File: src/rtl/psum_accumulator_pkg.sv
`default_nettype none
// ============================================================================
// Module   : psum_accumulator_pkg
// Brief    : Shared sizing constants and types for the partial-sum accumulator.
// Revision : 1.0
// ============================================================================
package psum_accumulator_pkg;

    localparam int SYS_COLS     = 3;
    localparam int P_BITWIDTH   = 16;
    localparam int ACC_BITWIDTH = 32;
    localparam int OUT_BITWIDTH = 8;
    localparam int ACC_DEPTH    = 16;
    localparam int SHIFT_BITS   = 5;

    typedef enum logic [1:0] {
        IDLE  = 2'd0,
        ACCUM = 2'd1,
        DRAIN = 2'd2,
        DONE  = 2'd3
    } acc_state_t;

    typedef logic signed [ACC_BITWIDTH-1:0] acc_t;

endpackage
`default_nettype wire

File: src/rtl/psum_accumulator_if.sv
`default_nettype none
// ============================================================================
// Module   : psum_accumulator_if
// Brief    : Input partial-sum stream and output activation stream handshakes.
// Revision : 1.0
// ============================================================================
interface psum_accumulator_if #(
    parameter int SYS_COLS     = psum_accumulator_pkg::SYS_COLS,
    parameter int P_BITWIDTH   = psum_accumulator_pkg::P_BITWIDTH,
    parameter int OUT_BITWIDTH = psum_accumulator_pkg::OUT_BITWIDTH
);

    logic                                     in_valid;
    logic                                     in_ready;
    logic [SYS_COLS-1:0][P_BITWIDTH-1:0]      in_data;
    logic                                     out_valid;
    logic                                     out_ready;
    logic [SYS_COLS-1:0][OUT_BITWIDTH-1:0]    out_data;

    // master = array side feeding sums plus the activation consumer
    modport master (
        output in_valid, in_data, out_ready,
        input  in_ready, out_valid, out_data
    );

    modport slave (
        input  in_valid, in_data, out_ready,
        output in_ready, out_valid, out_data
    );

endinterface
`default_nettype wire

File: src/rtl/psum_accumulator_requant_lane.sv
`default_nettype none
// ============================================================================
// Module   : requant_lane
// Brief    : One column of rounded arithmetic right shift, ReLU and clip.
// Revision : 1.0
// ============================================================================
module requant_lane
    import psum_accumulator_pkg::*;
#(
    parameter int ACC_W   = psum_accumulator_pkg::ACC_BITWIDTH,
    parameter int OUT_W   = psum_accumulator_pkg::OUT_BITWIDTH,
    parameter int SHIFT_W = psum_accumulator_pkg::SHIFT_BITS
) (
    input  logic signed [ACC_W-1:0]   i_acc,
    input  logic        [SHIFT_W-1:0] i_shift,
    output logic        [OUT_W-1:0]   o_q
);

    localparam logic signed [ACC_W:0] c_max = (ACC_W+1)'((1 << OUT_W) - 1);

    logic signed [ACC_W:0] w_round;
    logic signed [ACC_W:0] w_sum;
    logic signed [ACC_W:0] w_y;

    // one extra bit so the rounding add cannot wrap a near-full accumulator
    assign w_round = (i_shift == '0) ? '0 : ((ACC_W+1)'(1) << (i_shift - 1'b1));
    assign w_sum   = {i_acc[ACC_W-1], i_acc} + w_round;
    assign w_y     = w_sum >>> i_shift;

    assign o_q = w_y[ACC_W]    ? '0 :
                 (w_y > c_max) ? {OUT_W{1'b1}} :
                                 w_y[OUT_W-1:0];

endmodule
`default_nettype wire

File: src/rtl/psum_accumulator.sv
`default_nettype none
// ============================================================================
// Module   : psum_accumulator
// Brief    : K-tile partial-sum accumulation buffer with requantised row drain.
// Revision : 1.0
// ============================================================================
module psum_accumulator #(
    parameter int SYS_COLS     = psum_accumulator_pkg::SYS_COLS,
    parameter int P_BITWIDTH   = psum_accumulator_pkg::P_BITWIDTH,
    parameter int ACC_BITWIDTH = psum_accumulator_pkg::ACC_BITWIDTH,
    parameter int OUT_BITWIDTH = psum_accumulator_pkg::OUT_BITWIDTH,
    parameter int DEPTH        = psum_accumulator_pkg::ACC_DEPTH
) (
    input  logic                         clk,
    input  logic                         rst,
    input  logic                         start,
    input  logic [$clog2(DEPTH+1)-1:0]   cfg_rows,
    input  logic [7:0]                   cfg_ktiles,
    input  logic [4:0]                   cfg_shift,
    psum_accumulator_if.slave            bus,
    output logic                         done,
    output logic                         err_overrun
);

    import psum_accumulator_pkg::*;

    localparam int c_rows_w = $clog2(DEPTH+1);
    localparam int c_ptr_w  = $clog2(DEPTH);

    acc_state_t                               r_state;
    acc_state_t                               w_next_state;
    logic [c_rows_w-1:0]                      r_rows;
    logic [7:0]                               r_ktiles;
    logic [4:0]                               r_shift;
    logic [c_ptr_w-1:0]                       r_wr_ptr;
    logic [c_ptr_w-1:0]                       r_rd_ptr;
    logic [7:0]                               r_pass;
    logic [SYS_COLS-1:0][ACC_BITWIDTH-1:0]    r_buf [DEPTH];
    logic                                     r_out_valid;
    logic [SYS_COLS-1:0][OUT_BITWIDTH-1:0]    r_out_data;
    logic                                     r_err;

    logic                                     w_start_ok;
    logic                                     w_wr_en;
    logic                                     w_wr_last_row;
    logic                                     w_last_pass;
    logic                                     w_accum_done;
    logic                                     w_rd_last;
    logic                                     w_drain_done;
    logic [c_ptr_w-1:0]                       w_rd_idx;
    logic [SYS_COLS-1:0][ACC_BITWIDTH-1:0]    w_wr_row;
    logic [SYS_COLS-1:0][ACC_BITWIDTH-1:0]    w_rd_row;
    logic [SYS_COLS-1:0][OUT_BITWIDTH-1:0]    w_q_row;
    logic                                     w_in_ready;
    logic                                     w_done;

    assign w_start_ok    = (r_state == IDLE) && start;
    assign w_wr_en       = (r_state == ACCUM) && bus.in_valid;
    assign w_wr_last_row = c_rows_w'(r_wr_ptr) == (r_rows - c_rows_w'(1));
    assign w_last_pass   = r_pass == (r_ktiles - 8'd1);
    assign w_accum_done  = w_wr_en && w_wr_last_row && w_last_pass;
    assign w_rd_last     = c_rows_w'(r_rd_ptr) == (r_rows - c_rows_w'(1));
    assign w_drain_done  = (r_state == DRAIN) && r_out_valid && bus.out_ready && w_rd_last;

    // ---------------------------------------------------------------- FSM
    always_ff @(posedge clk or negedge rst) begin
        if (!rst) r_state <= IDLE;
        else      r_state <= w_next_state;
    end

    always_comb begin
        w_next_state = r_state;
        case (r_state)
            IDLE:    if (start)        w_next_state = ACCUM;
            ACCUM:   if (w_accum_done) w_next_state = DRAIN;
            DRAIN:   if (w_drain_done) w_next_state = DONE;
            DONE:                      w_next_state = IDLE;
            default:                   w_next_state = IDLE;
        endcase
    end

    always_comb begin
        w_in_ready = 1'b0;
        w_done     = 1'b0;
        case (r_state)
            ACCUM:   w_in_ready = 1'b1;
            DONE:    w_done     = 1'b1;
            default: ;
        endcase
    end

    assign bus.in_ready  = w_in_ready;
    assign done          = w_done;
    assign bus.out_valid = r_out_valid;
    assign bus.out_data  = r_out_data;
    assign err_overrun   = r_err;

    // ------------------------------------------------------ configuration
    always_ff @(posedge clk or negedge rst) begin
        if (!rst) begin
            r_rows   <= '0;
            r_ktiles <= '0;
            r_shift  <= '0;
        end else if (w_start_ok) begin
            r_rows   <= cfg_rows;
            r_ktiles <= cfg_ktiles;
            r_shift  <= cfg_shift;
        end
    end

    // ------------------------------------------------- accumulation write
    always_ff @(posedge clk or negedge rst) begin
        if (!rst) begin
            r_wr_ptr <= '0;
            r_pass   <= '0;
        end else if (w_start_ok) begin
            r_wr_ptr <= '0;
            r_pass   <= '0;
        end else if (w_wr_en) begin
            if (w_wr_last_row) begin
                r_wr_ptr <= '0;
                r_pass   <= r_pass + 8'd1;
            end else begin
                r_wr_ptr <= r_wr_ptr + 1'b1;
            end
        end
    end

    always_ff @(posedge clk or negedge rst) begin
        if (!rst) begin
            for (int i = 0; i < DEPTH; i++) r_buf[i] <= '0;
        end else if (w_wr_en) begin
            r_buf[r_wr_ptr] <= w_wr_row;
        end
    end

    // First row of a drain reads rd_ptr; afterwards the next row is prefetched.
    assign w_rd_idx = r_out_valid ? (r_rd_ptr + 1'b1) : r_rd_ptr;
    assign w_rd_row = r_buf[w_rd_idx];

    for (genvar c = 0; c < SYS_COLS; c++) begin : g_col
        logic signed [ACC_BITWIDTH-1:0] w_ext;
        logic signed [ACC_BITWIDTH-1:0] w_old;
        logic signed [ACC_BITWIDTH:0]   w_sum;

        assign w_ext = {{(ACC_BITWIDTH-P_BITWIDTH){bus.in_data[c][P_BITWIDTH-1]}}, bus.in_data[c]};
        assign w_old = r_buf[r_wr_ptr][c];
        assign w_sum = {w_old[ACC_BITWIDTH-1], w_old} + {w_ext[ACC_BITWIDTH-1], w_ext};

        // top two sum bits differing means the signed add left the accumulator range
        assign w_wr_row[c] = (r_pass == 8'd0) ? w_ext :
                             (w_sum[ACC_BITWIDTH] != w_sum[ACC_BITWIDTH-1]) ?
                                 (w_sum[ACC_BITWIDTH] ? {1'b1, {(ACC_BITWIDTH-1){1'b0}}}
                                                      : {1'b0, {(ACC_BITWIDTH-1){1'b1}}}) :
                             w_sum[ACC_BITWIDTH-1:0];

        requant_lane #(
            .ACC_W   (ACC_BITWIDTH),
            .OUT_W   (OUT_BITWIDTH),
            .SHIFT_W (5)
        ) u_lane (
            .i_acc   (w_rd_row[c]),
            .i_shift (r_shift),
            .o_q     (w_q_row[c])
        );
    end

    // ---------------------------------------------------- drain register
    always_ff @(posedge clk or negedge rst) begin
        if (!rst) begin
            r_rd_ptr    <= '0;
            r_out_valid <= 1'b0;
            r_out_data  <= '0;
        end else if (r_state == DRAIN) begin
            if (!r_out_valid) begin
                r_out_valid <= 1'b1;
                r_out_data  <= w_q_row;
            end else if (bus.out_ready) begin
                if (w_rd_last) begin
                    r_out_valid <= 1'b0;
                end else begin
                    r_rd_ptr   <= r_rd_ptr + 1'b1;
                    r_out_data <= w_q_row;
                end
            end
        end else begin
            r_rd_ptr <= '0;
        end
    end

    // ------------------------------------------------------------ overrun
    always_ff @(posedge clk or negedge rst) begin
        if (!rst) begin
            r_err <= 1'b0;
        end else if (w_start_ok) begin
            r_err <= bus.in_valid;
        end else if (bus.in_valid && (r_state != ACCUM)) begin
            r_err <= 1'b1;
        end
    end

endmodule
`default_nettype wire

File: src/flat_wrapper.sv
// flat-port wrapper written by rule: the top's interface ports become plain ports
module psum_accumulator_flat import psum_accumulator_pkg::*;
#(
    parameter int SYS_COLS     = psum_accumulator_pkg::SYS_COLS,
    parameter int P_BITWIDTH   = psum_accumulator_pkg::P_BITWIDTH,
    parameter int ACC_BITWIDTH = psum_accumulator_pkg::ACC_BITWIDTH,
    parameter int OUT_BITWIDTH = psum_accumulator_pkg::OUT_BITWIDTH,
    parameter int DEPTH        = psum_accumulator_pkg::ACC_DEPTH
)
  (clk, rst, start, cfg_rows, cfg_ktiles, cfg_shift, done, err_overrun, bus_in_valid, bus_in_data, bus_out_ready, bus_in_ready, bus_out_valid, bus_out_data);
  psum_accumulator_if #(.SYS_COLS(SYS_COLS), .P_BITWIDTH(P_BITWIDTH), .OUT_BITWIDTH(OUT_BITWIDTH)) bus_i ();
  input  logic clk;
  input  logic rst;
  input  logic start;
  input  logic [$clog2(DEPTH+1)-1:0] cfg_rows;
  input  logic [7:0] cfg_ktiles;
  input  logic [4:0] cfg_shift;
  output logic done;
  output logic err_overrun;
  input wire logic [$bits(bus_i.in_valid)-1:0] bus_in_valid;
  input wire logic [$bits(bus_i.in_data)-1:0] bus_in_data;
  input wire logic [$bits(bus_i.out_ready)-1:0] bus_out_ready;
  output wire logic [$bits(bus_i.in_ready)-1:0] bus_in_ready;
  output wire logic [$bits(bus_i.out_valid)-1:0] bus_out_valid;
  output wire logic [$bits(bus_i.out_data)-1:0] bus_out_data;
  assign bus_i.in_valid = bus_in_valid;
  assign bus_i.in_data = bus_in_data;
  assign bus_i.out_ready = bus_out_ready;
  assign bus_in_ready = bus_i.in_ready;
  assign bus_out_valid = bus_i.out_valid;
  assign bus_out_data = bus_i.out_data;
  psum_accumulator #(.SYS_COLS(SYS_COLS), .P_BITWIDTH(P_BITWIDTH), .ACC_BITWIDTH(ACC_BITWIDTH), .OUT_BITWIDTH(OUT_BITWIDTH), .DEPTH(DEPTH)) u_core (.clk(clk), .rst(rst), .start(start), .cfg_rows(cfg_rows), .cfg_ktiles(cfg_ktiles), .cfg_shift(cfg_shift), .bus(bus_i), .done(done), .err_overrun(err_overrun));
endmodule
File: config.mk
export PLATFORM = sky130hd
export DESIGN_NAME = psum_accumulator_flat
export DESIGN_NICKNAME = d
export VERILOG_FILES = /design/src/rtl/psum_accumulator_pkg.sv /design/src/rtl/psum_accumulator_if.sv /design/src/rtl/psum_accumulator_requant_lane.sv /design/src/rtl/psum_accumulator.sv /design/src/flat_wrapper.sv
export SDC_FILE = /design/constraint.sdc
export NUM_CORES = 2
export LEC_CHECK = 0
export CAP_MARGIN = 20
export CORE_MARGIN = 2
export CORE_UTILIZATION = 50
export CTS_CLUSTER_DIAMETER = 60
export DETAILED_ROUTE_END_ITERATION = 12
export MAX_ROUTING_LAYER = met4
export PLACE_DENSITY = 0.73
export SLEW_MARGIN = 30
export SYNTH_ARGS = -nofsm -noshare
export SYNTH_HDL_FRONTEND = slang
export SYNTH_HIERARCHICAL = 1
export SYNTH_SLANG_ARGS = --single-unit
File: constraint.sdc
create_clock -name clk -period 9.5 [get_ports clk]
set_clock_uncertainty 0.05 [all_clocks]
set_input_delay 1.9 -clock clk [delete_from_list [all_inputs] [get_ports clk]]
set_output_delay 1.9 -clock clk [all_outputs]
set_load 0.05 [all_outputs]
**Word level (Yosys, flattened, before mapping)**

Index checks and enable logic that the tools add are counted.

- Register bits after elaboration: 1598
- Latch bits: 0
- Memory bits (writable): 0
- Bits in read-only memories: 0
- Input port bits: 71
- Output and inout bits: 28
- Logic and storage cells: 171
- Memories kept: 0

- Add/sub/neg operators: 12
- Multipliers: 0
- Divide/modulo/power cells: 0
- Magnitude comparators: 6
- Equality and inequality tests: 18
- Shifts and indexed selects: 4
- Multiplexer cells: 50
- Bitwise operators: 2
- Reduce and logical (&&, ||, !) cells: 19

Operators with widths:

| kind | number |
|---|---|
| 1536-bit bitwise mux | 1 |
| 96-bit binary-select mux with 4-bit select | 2 |
| 96-bit two-way mux | 5 |
| 96-bit demux with 4-bit select | 1 |
| 32-bit two-way mux | 9 |
| 32-bit by 16-bit adder with 33-bit output | 3 |
| 33-bit adder | 3 |
| 33-bit by 9-bit > comparator with 1-bit output (second input constant) | 3 |
| 33-bit by 5-bit >>> shifter with 33-bit output | 3 |
| 24-bit two-way mux | 3 |
| 8-bit two-way mux | 9 |
| 33-bit two-way mux | 1 |
| 1-bit by 5-bit << shifter with 33-bit output (first input constant) | 1 |
| 4-bit two-way mux | 8 |
| 4-bit by 5-bit == test with 1-bit output | 2 |
| 5-bit greater-or-equal comparator (second input constant) | 2 |
| 2-bit != test (second input constant) | 5 |
| 4-bit inverter with 5-bit output | 2 |
| 5-bit by 1-bit subtractor with 5-bit output (second input constant) | 2 |
| 1-bit logical AND | 9 |
| 3-bit AND reduction | 3 |
| 4-bit by 1-bit adder with 4-bit output (second input constant) | 2 |
| 8-bit by 1-bit adder with 8-bit output (second input constant) | 1 |
| 8-bit == test | 1 |
| 14 further kinds | 30 |

**Longest topological paths before layout**

- Depth after elaboration: 14
- Mapped depth: 22
- Mapped depth without buffers: 19

**By module**

Netlist, hierarchy kept.

By module, submodules not included:

| module | times used | cells each | area each (um^2) |
|---|---|---|---|
| psum_accumulator | 1 | 7571 | 87840.5 |
| requant_lane | 3 | 786 | 5295.1 |

**Worst setup path after synthesis**

OpenSTA, ideal clock, no wires.

- Path type: reg-to-reg
- From: reg u_core.r_out_valid (netlist: u_core/bus.out_valid)
- To: reg u_core.r_out_data, in the netlist u_core/bus.out_data[10]
- Setup time: 0.125 ns
- Data arrival time: 6.475 ns
- Data required time: 9.325 ns
- Slack: 2.850 ns
- Cell stages (with the launch flop): 20
- Clock period less this slack: 6.650 ns
- Cell sequence: dfrtp_1 > clkbuf_1 > xnor2_1 > clkbuf_1 > buf_1 > mux4_2 > mux4_2 > ha_1 > a21o_1 > a31o_4 > a311oi_4 > a211oi_1 > or4_4 > o211ai_2 > o22ai_2 > a2111oi_2 > o22ai_1 > o32ai_4 > a41oi_1 > mux2_2

RTL lines:

| element | RTL line | text |
|---|---|---|
| start, declared | psum_accumulator.sv:39 | `logic r_out_valid;` |
| start signal, assigned | psum_accumulator.sv:172 | `r_out_valid <= 1'b0;` |
| start signal, assigned | psum_accumulator.sv:176 | `r_out_valid <= 1'b1;` |
| start signal, assigned | psum_accumulator.sv:180 | `r_out_valid <= 1'b0;` |
| end signal, assigned | psum_accumulator.sv:177 | `r_out_data <= w_q_row;` |
| end signal, assigned | psum_accumulator.sv:183 | `r_out_data <= w_q_row;` |
| end, declared | psum_accumulator.sv:40 | `logic [SYS_COLS-1:0][OUT_BITWIDTH-1:0] r_out_data;` |

==> impl_results.md <==
* Outcome: finished clean
* DRT Pass-1 Iters at 9
* Fin crit share at 0.8139
* Crit Path Category: flop to flop
* Port Buffers at 98
* RSZ-0062 raised after global routing: no
* Via Count at 86,990
* GP Congestion at 1.024
* Max-Cap Viols at 0
* Total GRT Usage at 0.3359
* Drt wl/cell at 27.89 um
* CP arrival at 8.43 ns
* Most frequent cell after synthesis: nand2_1
* Total clock sinks at 1,598
* Worst-skew pair later-pin latency at 0.87 ns
* Die Footprint at 211,100 um^2
* Finished Layout Cells at 12,420
* Hold Buf Count CTS at 0
* Die Ht at 459.5 um
* H-tree levels at 4
* Syn nets at 10,210
* #FFs+latches synth at 1,598
* DR iter-0 viols at 10,370
* Post-CTS resize count at 0
* Post-Syn Area at 103,700 um^2
* Min-delay worst type: flop to flop
* Clk Tree Root Cell: clkbuf_16
* Share of the yosys chip area belonging to registers at 0.3855
* Initial Utilization at 0.5019
* Final worst-path setup slack at 1.768 ns
* Reg2reg setup slack at 1.77 ns
* Synth area leader: dfrtp_1
* Worst vdd ir at 0.0002370 V
* Final Critical Period at 7.732 ns
* Initial antenna violation count at 10
* TritonCTS Buffers at 178
* Yosys cell types at 122
* Post-Synth Adder-Cell Area at 0.02649
* NumNets Final at 9,839
* Worst-path clk slew at 0.06 ns
* Rel. slew slack at 0.3112
* Xor and xnor area share after synthesis at 0.01482
* Dpl ws at 1.701 ns
* Via density at 7.006
* DRT Wirelength at 346,300 um
* # Post-CTS Setup Buffers at 0
* Total grt overflow at 0
* Core area at 206,700 um^2
* Static leakage at 0.04675 uW
* Post-synthesis mux area share at 0.2432
* Fmax at 0.1293 GHz
* First-pass GRT wire length at 529,200 um
* Largest net degree at the start of global routing at 186
* Share of cells above drive strength 1 at 0.2033
* Critical path peak fanout at 73
* Simple-Gate Fraction of Synth Area at 0.1203
* Syn avg cell area at 10.45 um^2
* Clk buf depth at 3
* Largest cells by area after synthesis: dfrtp_1 (39%), mux4_2 (21%), o21ai_0 (6.6%)
* Ys async rst share at 1.000
* Design Power at 39,740 uW
* Power Dens Cells at 349.9 nW/um^2
* Slew @ Worst Pin at 1.033 ns
* Final Max Tran Viols at 0
* Predominant post-synthesis flop cell: dfrtp_1
* Detail Placement HPWL at 226,900 um
* Commonest cells post-synth: nand2_1 (1,658), dfrtp_1 (1,598), o21ai_0 (1,374)
* Critical Path RT at 10.20 ns
* Largest family of logic cells by synthesized area: multiplexers
* Residual DRC count at 0
* Final setup vio count at 0
* DP Cell Count at 12,080
* Critical Path Source Type: flop
* Crit. End Element: flop
* Horiz. Die Dim at 459.5 um
* IO Pins at 99
* Number of global-route vias before repair at 85,560
* Synth top area share at 0.3855
* EDFF count, synth at 0
* Synth Area in Compound Gates at 0.1716
* CTS tree: built
* Synthesis-to-finish area growth at 9.477%
* Mapped Cells at 9,929
* Routed Antenna Nets at 0
* Row cnt at 167
* Fin. Hold Viols at 0
* Synth warnings at 6
* Setup TNS at 0 ns
worst paths after layout:
path,cells after the start,to,startpoint
worst max-delay path,19,u_core/bus.out_data[14]$_DFFE_PN0P_,u_core/r_rd_ptr[0]$_DFFE_PN0P_
max in group asynchronous,4,u_core/r_buf[554]$_DFFE_PN0P_,rst
worst min register to register,2,u_core/r_buf[1421]$_DFFE_PN0P_,u_core/r_buf[1421]$_DFFE_PN0P_
worst min-delay path,2,u_core/r_buf[1421]$_DFFE_PN0P_,u_core/r_buf[1421]$_DFFE_PN0P_
min in group asynchronous,1,u_core/r_buf[1087]$_DFFE_PN0P_,rst
worst max register to register,19,u_core/bus.out_data[14]$_DFFE_PN0P_,u_core/r_rd_ptr[0]$_DFFE_PN0P_
per-stage QoR:
step	util	area, um^2	hold WS, ns
global placement	0.5176	107000	0.4237
global route	0.5495	113600	0.4696
detailed placement	0.5186	107200	0.4361
CTS	0.5483	113300	0.4486
finish	0.5495	113600	0.4468
floorplan	-	103700	0.4105
where the power goes:
part	internal [uW]	switching, uW	leakage (uW)	total (uW)
sequential	7810	1050	0.0218	8860
combinational	9100	14600	0.0219	23700
clock	4160	3030	0.00303	7190
state kept, by name, indices dropped and copies added, names as in the netlist:
register / count
u_core/r_ktiles: 8
u_core/r_buf: 1536
u_core/err_overrun: 1
u_core/r_shift: 5
u_core/r_rows: 5
u_core/r_rd_ptr: 4
u_core/r_pass: 8
u_core/r_state: 2
u_core/bus.out_valid: 1
u_core/r_wr_ptr: 4
u_core/bus.out_data: 24
cell families after synthesis:
family	after synthesis
flops	1598
mux	1258
buf+inv	982
xor+xnor	173
compound gates	2802
simple gates	2896
fa+ha+maj	217
other cells	3
layout make-up:
class	instances	area, um^2
antenna	9	22.52
clock buffer	245	5107
clock inverter	82	1031
fill	17150	93100
inverter	112	420.4
multi-input combinational	7349	60280
sequential	1598	40020
tap	2704	3383
timing repair buffer	317	3292
worst max-delay path, stage by stage, from the launching register on:
cell and delay (ns):
dfrtp_1 0.50, ha_1 0.39, mux2i_4 0.24, buf_4 0.35, buf_12 0.42, mux4_2 0.40, mux4_2 0.57, ha_1 0.51
a21oi_1 0.42, o21ai_1 0.24, a311oi_4 0.53, a21oi_2 0.20, a221oi_4 0.43, xor2_2 0.53, o22ai_1 0.17, a211oi_1 0.43
nand4_1 0.23, o32ai_4 0.39, a41oi_1 0.19, mux2_2 0.31
cell usage in the layout (no fill, tap or decap), types with 45 or more instances in the layout:
master	n
ha_1	206
clkdlybuf4s50_1	96
a21oi_1	375
a31oi_1	91
o211ai_1	77
mux2_2	188
xor2_1	74
nor2_1	545
a211oi_1	68
o21ai_0	1373
buf_4	162
a22o_1	76
mux2i_1	75
and3_1	48
nand3_1	114
inv_1	109
dfrtp_1	1589
xnor2_1	93
o31ai_1	65
a21o_1	75
nand2_1	1653
clkbuf_16	179
nand4_1	74
mux4_2	990
nor3_1	148
o21ai_1	45
layer usage:
layer,track usage,vias to the layer above,share of wire
met1,0.4314,43640,0.38
met4,0.1533,0,0.051
met2,0.5015,5640,0.46
met5,-,-,0
met3,0.08744,1164,0.11
li1,-,36540,-
Note: power is estimated with default switching activity, not from simulation.
